[src/rtl/uart_tx_arbiter_if.sv]
// Bus between three byte requesters, the arbiter and a UART transmitter.
// master drives requests, payloads and tx_done; slave is the arbiter.
interface uart_tx_arbiter_if;
  logic [2:0] req;
  logic [7:0] byte0;
  logic [7:0] byte1;
  logic [7:0] byte2;
  logic       tx_done;
  logic [2:0] ack;
  logic [7:0] out_byte;
  logic       uart_tx_go;
  logic [1:0] grant_id;
  logic       busy;
  logic       timeout_err;

  modport master (
    output req, byte0, byte1, byte2, tx_done,
    input  ack, out_byte, uart_tx_go, grant_id, busy, timeout_err
  );

  modport slave (
    input  req, byte0, byte1, byte2, tx_done,
    output ack, out_byte, uart_tx_go, grant_id, busy, timeout_err
  );
endinterface

[src/rtl/uart_tx_arbiter.sv]
// Round-robin arbiter sharing one UART transmitter between three requesters.
// Each transfer walks IDLE -> GRANT -> SEND -> DONE, with a SEND timeout.
module uart_tx_arbiter #(
  parameter logic [15:0] TIMEOUT_CYCLES = 16'd60000
) (
  input logic clk,
  input logic reset,
  uart_tx_arbiter_if.slave bus
);

  typedef enum logic [1:0] {
    IDLE,
    GRANT,
    SEND,
    DONE
  } state_t;

  state_t      state;
  state_t      state_next;
  logic [1:0]  last_grant;
  logic [1:0]  sel;
  logic [1:0]  pick;
  logic [15:0] cnt;
  logic        timeout_hit;
  logic [7:0]  sel_byte;

  // Search order starts just after the last winner and wraps.
  function automatic logic [1:0] rr_pick(
    input logic [2:0] r,
    input logic [1:0] last
  );
    logic [1:0] first;
    logic [1:0] second;
    logic [1:0] third;
    case (last)
      2'd0: begin
        first  = 2'd1;
        second = 2'd2;
        third  = 2'd0;
      end
      2'd1: begin
        first  = 2'd2;
        second = 2'd0;
        third  = 2'd1;
      end
      default: begin
        first  = 2'd0;
        second = 2'd1;
        third  = 2'd2;
      end
    endcase
    if (r[first])
      rr_pick = first;
    else if (r[second])
      rr_pick = second;
    else
      rr_pick = third;
  endfunction

  assign pick = rr_pick(bus.req, last_grant);

  // Payload of the requester picked in IDLE.
  always_comb begin
    sel_byte = bus.byte2;
    case (sel)
      2'd0:    sel_byte = bus.byte0;
      2'd1:    sel_byte = bus.byte1;
      default: sel_byte = bus.byte2;
    endcase
  end

  // State register.
  always_ff @(posedge clk or posedge reset) begin
    if (reset)
      state <= IDLE;
    else
      state <= state_next;
  end

  // Next state and state-decoded outputs.
  always_comb begin
    state_next     = state;
    bus.uart_tx_go = 1'b0;
    bus.busy       = 1'b1;
    bus.ack        = 3'b000;
    timeout_hit    = 1'b0;
    case (state)
      IDLE: begin
        bus.busy = 1'b0;
        if (|bus.req)
          state_next = GRANT;
      end
      GRANT: begin
        state_next = SEND;
      end
      SEND: begin
        bus.uart_tx_go = 1'b1;
        if (bus.tx_done) begin
          state_next = DONE;
        end else if (cnt == TIMEOUT_CYCLES - 16'd1) begin
          timeout_hit = 1'b1;
          state_next  = DONE;
        end
      end
      default: begin
        bus.ack    = 3'b001 << bus.grant_id;
        state_next = IDLE;
      end
    endcase
  end

  // Datapath: selection, latched byte/index, timeout counter, sticky error.
  always_ff @(posedge clk or posedge reset) begin
    if (reset) begin
      sel             <= 2'd0;
      last_grant      <= 2'd2;
      cnt             <= 16'd0;
      bus.out_byte    <= 8'h00;
      bus.grant_id    <= 2'd0;
      bus.timeout_err <= 1'b0;
    end else begin
      case (state)
        IDLE: begin
          if (|bus.req)
            sel <= pick;
        end
        GRANT: begin
          bus.out_byte <= sel_byte;
          bus.grant_id <= sel;
          cnt          <= 16'd0;
        end
        SEND: begin
          cnt <= cnt + 16'd1;
          if (timeout_hit)
            bus.timeout_err <= 1'b1;
        end
        default: begin
          last_grant <= bus.grant_id;
        end
      endcase
    end
  end

endmodule
[src/flat_wrapper.sv]
// flat-port wrapper written by rule: the top's interface ports become plain ports
module uart_tx_arbiter_flat 
#(
  parameter logic [15:0] TIMEOUT_CYCLES = 16'd60000
)
  (clk, reset, bus_req, bus_byte0, bus_byte1, bus_byte2, bus_tx_done, bus_ack, bus_out_byte, bus_uart_tx_go, bus_grant_id, bus_busy, bus_timeout_err);
  uart_tx_arbiter_if bus_i ();
  input logic clk;
  input logic reset;
  input wire logic [$bits(bus_i.req)-1:0] bus_req;
  input wire logic [$bits(bus_i.byte0)-1:0] bus_byte0;
  input wire logic [$bits(bus_i.byte1)-1:0] bus_byte1;
  input wire logic [$bits(bus_i.byte2)-1:0] bus_byte2;
  input wire logic [$bits(bus_i.tx_done)-1:0] bus_tx_done;
  output wire logic [$bits(bus_i.ack)-1:0] bus_ack;
  output wire logic [$bits(bus_i.out_byte)-1:0] bus_out_byte;
  output wire logic [$bits(bus_i.uart_tx_go)-1:0] bus_uart_tx_go;
  output wire logic [$bits(bus_i.grant_id)-1:0] bus_grant_id;
  output wire logic [$bits(bus_i.busy)-1:0] bus_busy;
  output wire logic [$bits(bus_i.timeout_err)-1:0] bus_timeout_err;
  assign bus_i.req = bus_req;
  assign bus_i.byte0 = bus_byte0;
  assign bus_i.byte1 = bus_byte1;
  assign bus_i.byte2 = bus_byte2;
  assign bus_i.tx_done = bus_tx_done;
  assign bus_ack = bus_i.ack;
  assign bus_out_byte = bus_i.out_byte;
  assign bus_uart_tx_go = bus_i.uart_tx_go;
  assign bus_grant_id = bus_i.grant_id;
  assign bus_busy = bus_i.busy;
  assign bus_timeout_err = bus_i.timeout_err;
  uart_tx_arbiter #(.TIMEOUT_CYCLES(TIMEOUT_CYCLES)) u_core (.clk(clk), .reset(reset), .bus(bus_i));
endmodule
[config.mk]
export PLATFORM = sky130hd
export DESIGN_NAME = uart_tx_arbiter_flat
export DESIGN_NICKNAME = d
export VERILOG_FILES = /design/src/rtl/uart_tx_arbiter_if.sv /design/src/rtl/uart_tx_arbiter.sv /design/src/flat_wrapper.sv
export SDC_FILE = /design/constraint.sdc
export NUM_CORES = 1
export LEC_CHECK = 0
export BUFFER_PORTS_ARGS = -buffer_cell sky130_fd_sc_hd__clkbuf_2
export CAP_MARGIN = 20
export CORE_UTILIZATION = 52
export CTS_CLUSTER_SIZE = 25
export DETAILED_ROUTE_END_ITERATION = 7
export PLACE_DENSITY = 0.85
export SLEW_MARGIN = 20
export SYNTH_ARGS = -nofsm -noshare
export SYNTH_HDL_FRONTEND = slang
export SYNTH_SLANG_ARGS = --single-unit
[constraint.sdc]
create_clock -name clk -period 2 [get_ports clk]
set_input_delay 0.1 -clock clk [delete_from_list [all_inputs] [get_ports clk]]
set_output_delay 0.1 -clock clk [all_outputs]
set_load 0.05 [all_outputs]
==> results.py <==
metrics = {
    "finish": {
        "area_delta_synth_final_pct": 24.8,
        "drive_gt1_share_pct": 35.4,
        "final_util_pct": 70.2,
        "final_cell_mix": "45 x clkbuf_2, 32 x dfrtp_1, 18 x nand2_1",
        "final_cells": 281,
        "diodes": 0,
        "final_common_cell": "clkbuf_2",
        "nets": 272,
    },
    "setup_path": {
        "cp.arrival_ps": 2250,
        "endpoint_kind": "flip-flop",
        "crit_type": "reg2reg",
        "critPathMaxFanout": 4,
        "startpoint_type": "flip-flop",
        "worstPathRequired_ps": 2270,
    },
    "floorplanning": {
        "fp.dieW_um": 60.4,
        "fp.coreArea_mm2": 0.00315,
        "initial_core_util_pct": 56.3,
        "die_h_um": 60.4,
        "die_area_mm2": 0.00365,
        "core.rowCount": 20,
        "io_pins": 46,
    },
    "synthesis": {
        "synth_edf_count": 0,
        "syn_area_mm2": 0.00177,
        "avgSynthCellArea_um2": 9.91,
        "yosysWarnings": 0,
        "yosysTopAreaCell": "dfrtp_1",
        "async_reset_ff_share_pct": 100,
        "synthDistinctLibCells": 36,
        "synth_nets": 215,
        "yosysSeqAreaShare_pct": 46.6,
        "synth_seq_cells": 33,
        "ys_dominant_reg_cell": "dfrtp_1",
        "yosysTopAreaCellShare_pct": 45.1,
        "synthTopCellsByArea": "dfrtp_1 45%, mux2_2 7.6%, mux2i_1 5.6%, ha_1 4.2%, o21ai_0 4.2%",
        "synth_cells": 179,
    },
    "power_and_ir_drop": {
        "seqPwrFrac_pct": 33.7,
        "switching_share_pct": 46.7,
        "pwr_density_cell_mw_per_mm2": 1410,
        "power.leakage_nw": 1.07,
        "combPwrFrac_pct": 53.0,
        "p_sw_w": 0.00146,
        "finalPower_w": 0.00313,
        "internal-power_w": 0.00167,
        "irDropWorstVdd_v": 0.000671,
        "clkPwrFrac_pct": 13.3,
    },
    "global_route": {
        "overflow": 0,
        "grt_pass1_vias": 1363,
        "grt_usage_pct": 21.4,
        "grt_pass1_wl_um": 5720,
        "grt_max_degree": 34,
        "antenna_found_initial": 0,
    },
    "place": {
        "pre_cts_ws_ps": 44.6,
        "dp_hpwl_um": 2600,
        "numPortBuffers": 45,
        "dpl.cell_count": 266,
        "gp_congestion": 0.858,
    },
    "timing": {
        "worstMarginPinSlew_ps": 499,
        "finalHoldWorstSlack_ps": 111,
        "hold_violations": 0,
        "fmax_mhz": 505,
        "fin_worst_skew_ps": 5.58,
        "fin_crit_sh_pct": 99.0,
        "rsz0062_at_grt": "yes",
        "finalSetupViolCount": 0,
        "setup_ws_ps": 20.1,
        "drv_slew": 0,
        "fin_crit_ps": 1980,
        "slew_headroom_pct": 66.7,
    },
    "cts": {
        "clk_path_buf_depth": 2,
        "clock_latency_ps": 330,
        "cts_buffers": 5,
        "root_buffer": "clkbuf_4",
        "clk_pin_slew_ps": 100,
        "cts_tree": "yes",
        "cts_sinks": 33,
        "cts.htree.levels": 2,
    },
    "route": {
        "via_count": 1540,
        "drc": 0,
        "vias_per_cell": 5.48,
        "dr.pass1.iters": 4,
        "drt_wl_total_um": 3630,
        "postRouteAntennaNets": 0,
        "drtIter0Drc": 47,
        "wire_per_inst_um": 12.9,
    },
    "flow_run": {
        "maxCapViolations": 0,
    },
    "worst_hold_path": {
        "min_path_type": "in2reg",
    },
    "run_status": {
        "outcome": "finished, final reports clean",
    },
}
[kinds of logic (layout without fill, tap and decap cells)]
| logic type | count (synthesis) | in the layout | share of synthesized area [%] |
|---|---|---|---|
| AOI/OAI and AO/OA | 28 | 28 | 9.17 |
| xor gates and xnor gates | 8 | 8 | 3.95 |
| and+or+nand+nor | 62 | 62 | 18.5 |
| muxes | 22 | 22 | 13.3 |
| DFF | 33 | 33 | 46.6 |
| buffers and inverters | 20 | 78 | 4.23 |
| adders and majority gates | 6 | 6 | 4.23 |
[Yosys cell counts (2+ instances only)]
master and number:
xor2_1 3, nor4_1 3, a21oi_1 6, mux2i_1 10, xnor2_1 5, inv_1 13, nand4_1 5, nor3_1 4
nand2_1 18, dfrtp_1 32, nand3_1 7, and4_1 2, clkbuf_1 7, o21ai_0 15, nor2_1 12, mux2_2 12
ha_1 6
[final cells by class]
class	count	area, um^2
clock buffers	7	65.1
clock inverters	1	5.00
fillers	233	938
inverters	13	48.8
multi-input cells	126	893
flip-flops and latches	33	827
well taps	44	55.1
repair buffers	57	320
[through the flow]
step | instance area [um^2] | TNS, ps
after floorplan | 1770 | 0
after global placement | 2070 | 0
after detailed placement | 2070 | 0
after CTS | 2160 | 0
after global routing | 2210 | -72.7
final | 2210 | 0
[worst max-delay path, cell delays in order, from the launching register on]
cell	delay, ps
dfrtp_1	430
inv_2	70
ha_4	260
nand4_1	120
or4_4	580
or3_4	340
a21oi_2	110
[path summary, 6_finish.rpt]
path,depth (start not counted),endpoint,slack [ps],from
setup / recovery,6,u_core.cnt[14],20,u_core.state[0]
hold / removal,4,u_core.bus.out_byte[1],110,bus_byte2[1]
setup reg to reg,6,u_core.cnt[14],20,u_core.state[0]
hold reg to reg,2,u_core.bus.timeout_err,490,u_core.bus.timeout_err
max in group asynchronous,4,u_core.last_grant[1],1310,reset
min in group asynchronous,4,u_core.bus.out_byte[7],370,reset
[power by group through the flow]
stage                     clock network (W)  registers, W  logic, W
after floorplan                           0       0.00134  0.000918
after global routing               0.000468       0.00108   0.00180
after CTS                          0.000434       0.00106   0.00160
after global placement                    0       0.00105   0.00155
after detailed placement                  0       0.00107   0.00159
final                              0.000416       0.00106   0.00166
[sequential cells by signal, summed over array words and instances (netlist names)]
signal	cells
u_core.sel	2
u_core.last_grant	2
u_core.state	2
u_core.bus.out_byte	8
u_core.bus.grant_id	2
u_core.bus.timeout_err	1
u_core.cnt	16
[metal layers]
metal | wire length, um | GRT usage, % | up-vias
met1 | 1560 | 25.0 | 742
li1 | - | - | 740
met2 | 1780 | 37.8 | 52
met3 | 235 | 4.69 | 6
met4 | 51 | 9.09 | 0
met5 | 0 | 0 | -
[what timing repair did]
item | in CTS | in global routing
resized for setup | 0 | 4
hold buffers | 2 | 0
buffers inserted | 0 | 5
endpoints found under the setup margin | 0 | 2
hold endpoints to repair | 33 | 0
(Power assumes the default switching activity.)
